<file path="config.mk">
export PLATFORM = sky130hd
export DESIGN_NAME = nmea_sentence_tx
export DESIGN_NICKNAME = d
export VERILOG_FILES = /design/src/rtl/nmea_pkg.sv /design/src/rtl/nmea_hex_ascii.sv /design/src/rtl/nmea_sentence_tx.sv
export SDC_FILE = /design/constraint.sdc
export NUM_CORES = 1
export LEC_CHECK = 0
export CORE_MARGIN = 2
export CORE_UTILIZATION = 40
export DETAILED_ROUTE_END_ITERATION = 7
export SETUP_SLACK_MARGIN = 0.1
export SLEW_MARGIN = 20
export SYNTH_ARGS = -nofsm -noshare
export SYNTH_HDL_FRONTEND = slang
export SYNTH_SLANG_ARGS = --single-unit
export TNS_END_PERCENT = 20
</file>
<file path="constraint.sdc">
create_clock -name CLK -period 2.5 [get_ports CLK]
set_clock_uncertainty 0.05 [all_clocks]
set_input_delay 0.25 -clock CLK [delete_from_list [all_inputs] [get_ports CLK]]
set_output_delay 0.25 -clock CLK [all_outputs]
set_load 0.02 [all_outputs]
</file>
<file path="src/rtl/nmea_pkg.sv">
// Shared constants, state encoding and a BCD helper for the NMEA sentence
// transmitter. No ports; imported by nmea_sentence_tx and nmea_hex_ascii.
package nmea_pkg;

  localparam logic [7:0] CH_DOLLAR = 8'h24;
  localparam logic [7:0] CH_COMMA  = 8'h2C;
  localparam logic [7:0] CH_STAR   = 8'h2A;
  localparam logic [7:0] CH_CR     = 8'h0D;
  localparam logic [7:0] CH_LF     = 8'h0A;
  localparam logic [7:0] CH_ZERO   = 8'h30;

  // Bytes per sentence: '$' + 5 id chars + ',' + 6 digits + ',' + fix + '*'
  // + 2 checksum chars + CR + LF.
  localparam int SENT_LEN = 20;

  // Last index values inside the multi-byte states. HDR carries '$', the
  // talker/sentence id and the trailing comma (7 bytes); TIME carries 6 digits.
  localparam logic [2:0] HDR_LAST  = 3'd6;
  localparam logic [2:0] TIME_LAST = 3'd5;

  typedef enum logic [3:0] {
    S_IDLE,
    S_HDR,
    S_TIME,
    S_SEP,
    S_FIX,
    S_STAR,
    S_CK_HI,
    S_CK_LO,
    S_CR,
    S_LF
  } state_t;

  // BCD nibble to ASCII digit; non-decimal nibbles are sent as '0'.
  function automatic logic [7:0] bcd_ascii(input logic [3:0] n);
    return (n > 4'd9) ? CH_ZERO : (CH_ZERO | {4'h0, n});
  endfunction

endpackage

</file>
<file path="src/rtl/nmea_hex_ascii.sv">
// Converts a 4-bit nibble to its uppercase hexadecimal ASCII character.
// Ports: nibble (in, 4) value 0..15; ascii (out, 8) '0'-'9' or 'A'-'F'.
module nmea_hex_ascii
  import nmea_pkg::*;
(
  input  logic [3:0] nibble,
  output logic [7:0] ascii
);

  // 'A' (0x41) is 0x37 + 10.
  assign ascii = (nibble < 4'd10) ? (CH_ZERO | {4'h0, nibble})
                                  : (8'h37 + {4'h0, nibble});

endmodule

</file>
<file path="src/rtl/nmea_sentence_tx.sv">
// Emits one NMEA sentence "$<TALKER><SENT_ID>,hhmmss,f*CC\r\n" as a stream of
// ASCII bytes over a valid/ready handshake toward a UART transmitter.
// Ports:
//   CLK, RST        clock, synchronous active-high reset
//   start           request one sentence (honoured only when idle)
//   time_bcd[23:0]  hhmmss as BCD nibbles, latched on start acceptance
//   fix             fix flag, latched on start acceptance
//   TxD_data_out    byte presented to the UART
//   TxD_data_valid  TxD_data_out holds a byte
//   TxD_data_ready  UART takes the byte this cycle
//   busy            sentence in flight
//   done            one-cycle pulse after the LF byte is taken
module nmea_sentence_tx
  import nmea_pkg::*;
#(
  parameter logic [15:0] TALKER  = "GP",
  parameter logic [23:0] SENT_ID = "GGA"
) (
  input  logic        CLK,
  input  logic        RST,
  input  logic        start,
  input  logic [23:0] time_bcd,
  input  logic        fix,
  output logic [7:0]  TxD_data_out,
  output logic        TxD_data_valid,
  input  logic        TxD_data_ready,
  output logic        busy,
  output logic        done
);

  state_t      state, state_n;
  logic [2:0]  idx, idx_n;
  logic [7:0]  csum, csum_n;
  logic [23:0] time_q, time_n;
  logic        fix_q, fix_n;
  logic        done_q, done_n;
  logic [7:0]  tx_byte, hdr_byte, ck_hi, ck_lo;
  logic [3:0]  nib;
  logic        xfer, in_sum;

  nmea_hex_ascii u_hex_hi (.nibble(csum[7:4]), .ascii(ck_hi));
  nmea_hex_ascii u_hex_lo (.nibble(csum[3:0]), .ascii(ck_lo));

  // Reset masks the outputs immediately so nothing leaks out while RST is high.
  assign TxD_data_valid = (state != S_IDLE) & ~RST;
  assign TxD_data_out   = RST ? 8'h00 : tx_byte;
  assign busy           = TxD_data_valid;
  assign done           = done_q & ~RST;
  assign xfer           = TxD_data_valid & TxD_data_ready;

  always_comb begin
    hdr_byte = CH_COMMA;
    case (idx)
      3'd0:    hdr_byte = CH_DOLLAR;
      3'd1:    hdr_byte = TALKER[15:8];
      3'd2:    hdr_byte = TALKER[7:0];
      3'd3:    hdr_byte = SENT_ID[23:16];
      3'd4:    hdr_byte = SENT_ID[15:8];
      3'd5:    hdr_byte = SENT_ID[7:0];
      default: hdr_byte = CH_COMMA;
    endcase
  end

  always_comb begin
    nib = time_q[3:0];
    case (idx)
      3'd0:    nib = time_q[23:20];
      3'd1:    nib = time_q[19:16];
      3'd2:    nib = time_q[15:12];
      3'd3:    nib = time_q[11:8];
      3'd4:    nib = time_q[7:4];
      default: nib = time_q[3:0];
    endcase
  end

  always_comb begin
    state_n = state;
    idx_n   = idx;
    csum_n  = csum;
    time_n  = time_q;
    fix_n   = fix_q;
    done_n  = 1'b0;
    tx_byte = 8'h00;
    in_sum  = 1'b0;
    case (state)
      S_IDLE: begin
        if (start) begin
          state_n = S_HDR;
          idx_n   = 3'd0;
          csum_n  = 8'h00;
          time_n  = time_bcd;
          fix_n   = fix;
        end
      end
      S_HDR: begin
        tx_byte = hdr_byte;
        in_sum  = (idx != 3'd0);  // '$' is outside the checksum
        if (xfer) begin
          if (idx == HDR_LAST) begin
            state_n = S_TIME;
            idx_n   = 3'd0;
          end else begin
            idx_n = idx + 3'd1;
          end
        end
      end
      S_TIME: begin
        tx_byte = bcd_ascii(nib);
        in_sum  = 1'b1;
        if (xfer) begin
          if (idx == TIME_LAST) begin
            state_n = S_SEP;
            idx_n   = 3'd0;
          end else begin
            idx_n = idx + 3'd1;
          end
        end
      end
      S_SEP: begin
        tx_byte = CH_COMMA;
        in_sum  = 1'b1;
        if (xfer) state_n = S_FIX;
      end
      S_FIX: begin
        tx_byte = fix_q ? 8'h31 : CH_ZERO;
        in_sum  = 1'b1;
        if (xfer) state_n = S_STAR;
      end
      S_STAR: begin
        tx_byte = CH_STAR;
        if (xfer) state_n = S_CK_HI;
      end
      S_CK_HI: begin
        tx_byte = ck_hi;
        if (xfer) state_n = S_CK_LO;
      end
      S_CK_LO: begin
        tx_byte = ck_lo;
        if (xfer) state_n = S_CR;
      end
      S_CR: begin
        tx_byte = CH_CR;
        if (xfer) state_n = S_LF;
      end
      S_LF: begin
        tx_byte = CH_LF;
        if (xfer) begin
          state_n = S_IDLE;
          done_n  = 1'b1;
        end
      end
      default: state_n = S_IDLE;
    endcase
    if (xfer && in_sum) csum_n = csum ^ tx_byte;
  end

  always_ff @(posedge CLK) begin
    if (RST) begin
      state  <= S_IDLE;
      idx    <= 3'd0;
      csum   <= 8'h00;
      time_q <= 24'h0;
      fix_q  <= 1'b0;
      done_q <= 1'b0;
    end else begin
      state  <= state_n;
      idx    <= idx_n;
      csum   <= csum_n;
      time_q <= time_n;
      fix_q  <= fix_n;
      done_q <= done_n;
    end
  end

endmodule

</file>
==> results <==
- The TritonCTS clock tree is yes.
- Cells with a size suffix above 1 make up 25.5% of the layout.
- The critical path is of the reg2out type.
- The run finished, with violations left.
- The async set or reset register ratio after synthesis is 0%.
- The first global-routing pass estimated 12000 um of wire.
- The post-route antenna net violation count is 0.
- Once routing completed, OpenROAD measured the worst setup slack at -101 ps.
- The cell area after synthesis is 2510 um2.
- The row count is 28.
- The number of enable flip-flop cells after synthesis is 0.
- The die height is 83.2 um.
- The power per unit of standard cell area is 795 nW/um2.
- The filler cells instantiated in the layout total 558.
- Cell internal power was estimated by the tool at 1.68 mW.
- The number of buffers inserted during clock tree synthesis is 5.
- Global routing used 21.2% of the available tracks across all layers.
- The core region area is 5990 um2.
- The largest fanout of any net on the critical path is 10.
- The hold violation count in the final report is 0.
- STA classifies the critical path startpoint as a flop.
- Once placement finished, the instance area stood at 3240 um2.
- At the end of routability-driven placement, the weighted congestion stood at 0.931.
- The total chip power is 2.76 mW.
- The root buffer cell chosen for the clock tree is clkbuf_8.
- Counting along the longest clock path gives a buffer depth of 2.
- Pin placement for this block handled 40 I/O pins.
- The worst pin sits at a relative slew slack of 48.0%.
- The clock sink count is 40.
- Port buffering added 38 buffers.
- The net switching power is 1.09 mW.
- The clock network fraction of design power is 21.0%.
- The insertion delay to the later sink of the worst-skew pair is 300 ps.
- In this run switching power makes up 39.3% of total power.
- Setup violations remaining at the end of the flow were counted as 1.
- The DRC violations left is 0.
- The reported leakage power is 1.26 nW.
- The HPWL reported at the end of detailed placement is 5310 um.
- After routing, the total negative slack on setup checks comes to -101 ps.
- With fillers left out, the area of the finished cells amounts to 3480 um2.
- The H-tree level count is 2.
- The initial core utilization is 41.9%.
- At the pin with the least slew margin, the transition time is 772 ps.
- Before antenna repair, the detailed router went through 4 iterations.
- The worst path uses 104% of the clock period.
- The critical path data arrival time is 2300 ps.
- The peak supply drop is 0.435 mV.
- The number of antenna violations at the first check in global routing was 0.
- Combinational logic is responsible for 49.3% of the overall power.
- The number of DRC violations after detailed-routing iteration 0 is 232.
- The max-cap violation count is 0.
- The synthesized instance count is 336.
- The total overflow reported by the global router is 0.
- The final reports fail on setup timing.
- The antenna cell count is 0.
- The total routed wirelength is 7150 um.
- The routed design could run at a clock period as short as 2600 ps.
- The post-synthesis to final-layout area growth is 38.5%.
- The sequential fraction of design power is 29.7%.
- The kind of end point of the critical path is an output port.
- The mean instance size in the synthesized netlist is 7.47 um2.
- The count of unique library cells instantiated by Yosys is 62.
- In the final design database the tool counted 434 nets.
- The class of the tightest hold or removal check is in2reg.
- In the routed layout, each cell is associated on average with a via count of 5.50.
- The floorplan die area is 6920 um2.
- When the netlist entered floorplanning its net count stood at 367.
- The final routed wire length divided by cell count is 14.9 um.
- The via count of the first global-routing pass is 2397.
- The upper clock frequency limit is 384 MHz.
- The floorplan step set the die width to 83.2 um.
- The critical path data required time is 2200 ps.
- For this run, the number of Yosys warnings is 0.
- The final max-slew violation count is 0.
- After clock tree synthesis, the clock-pin slew on the worst setup and hold paths is 80 ps.
- The total via count in the routed design is 2636.
- Synthesis inferred 40 register bits.
- Setup repair after global routing could not meet its margin everywhere.
- For this run, the register share of the synthesized area comes to 31.9%.
- The pin count of the biggest net entering global routing is 35.
- In the synthesized netlist the dominant register cell turns out to be dfxtp_1.
[power groups by stage]
| stage | clock (mW) | sequential [mW] | combinational (mW) |
|---|---|---|---|
| 2_1_floorplan | 0 | 0.770 | 0.856 |
| 3_3_place_gp | 0 | 0.825 | 1.30 |
| 3_5_place_dp | 0 | 0.828 | 1.31 |
| 4_1_cts | 0.589 | 0.817 | 1.35 |
| 5_1_grt | 0.621 | 0.834 | 1.49 |
| 6_report | 0.581 | 0.821 | 1.36 |
[cell families after synthesis]
logic type,share of synthesized area [%]
adders and majority gates,1.45
xor gates and xnor gates,1.75
other,0.149
and+or+nand+nor,28.9
DFF,31.9
AOI/OAI and AO/OA,25.1
buffers and inverters,7.03
muxes,3.79
[worst max-delay path: stages, from the launching register on]
cell	delay (ps)
dfxtp_2	340
buf_4	160
mux2i_1	120
o32ai_1	250
buf_4	180
o31ai_1	70
buf_4	150
buf_4	130
nor4_4	300
o21ba_2	180
buf_6	110
[synthesized netlist by cell type, types with 4 or more instances]
library cell,n,area [um2]
nor3b_1,4,30.0
nand2b_1,7,43.8
buf_2,5,25.0
nor2b_1,4,25.0
inv_1,9,33.8
o21ai_0,12,60.1
buf_1,5,18.8
clkbuf_1,12,45.0
dfxtp_1,40,801
and2_1,4,25.0
nand3_1,6,30.0
nor3_1,11,55.1
mux2_2,4,45.0
mux2i_1,5,50.1
a21oi_1,40,200
nor2_1,20,75.1
buf_4,5,37.5
nand2_1,65,244
o211ai_1,4,30.0
nand3b_1,6,45.0
[per-stage QoR]
step / std cells / worst slack [ps] / hold WS, ps / util, %
2_1_floorplan: 336 / 111 / 336 / -
3_3_place_gp: 468 / -279 / 395 / 54.1
3_5_place_dp: 468 / -292 / 397 / 54.1
4_1_cts: 479 / -97.7 / 282 / 57.8
5_1_grt: 479 / -183 / 318 / 58.0
6_report: 479 / -101 / 287 / 58.0
[path summary, 6_finish.rpt]
path	from	endpoint	slack (ps)	cells after the start
worst min register to register	time_q[20]	time_q[20]	400	2
worst max-delay path	idx[1]	TxD_data_out[3]	-100	10
worst min-delay path	RST	state[3]	290	2
worst max register to register	idx[2]	csum[0]	300	8
[layer usage]
| layer | track usage, % | part of all wire [%] |
|---|---|---|
| met1 | 29.9 | 47 |
| met4 | 5.07 | 1.1 |
| met5 | 0 | 0 |
| met2 | 33.6 | 48 |
| met3 | 3.88 | 3.9 |
[layout by cell type, fill, tap and decap left out, drive strengths merged, types with 3 or more instances in the layout]
master / count
a211oi: 3
a21oi: 40
a31oi: 3
and2: 5
buf: 57
clkbuf: 8
clkdlybuf4s50: 30
dfxtp: 40
inv: 9
mux2: 4
mux2i: 5
nand2: 65
nand2b: 7
nand3: 6
nand3b: 6
nor2: 20
nor2b: 4
nor3: 11
nor3b: 4
nor4: 5
nor4b: 3
o211ai: 4
o21ai: 14
o22ai: 3
xnor2: 3
[registers in the layout (all words and copies together), names as in the netlist]
register,flops
csum,7
state,4
time_q,24
done_q,1
idx,3
fix_q,1
[layout make-up]
| cell class | count | area (um2) | area share (%) |
|---|---|---|---|
| Tap cell | 75 | 93.8 | 2.70 |
| Timing Repair Buffer | 89 | 758 | 21.8 |
| Inverter | 9 | 33.8 | 0.972 |
| Clock buffer | 6 | 82.6 | 2.38 |
| Sequential cell | 40 | 810 | 23.3 |
| Clock inverter | 2 | 38.8 | 1.12 |
| Multi-Input combinational cell | 258 | 1660 | 47.7 |
[what timing repair did]
action	CTS	global route
endpoints found under the setup margin	7	7
pin swaps	7	0
gates cloned	0	0
hold buffers	0	0
gates resized for setup	46	10
buffers inserted	3	0
Power figures use the tool's default switching activity.
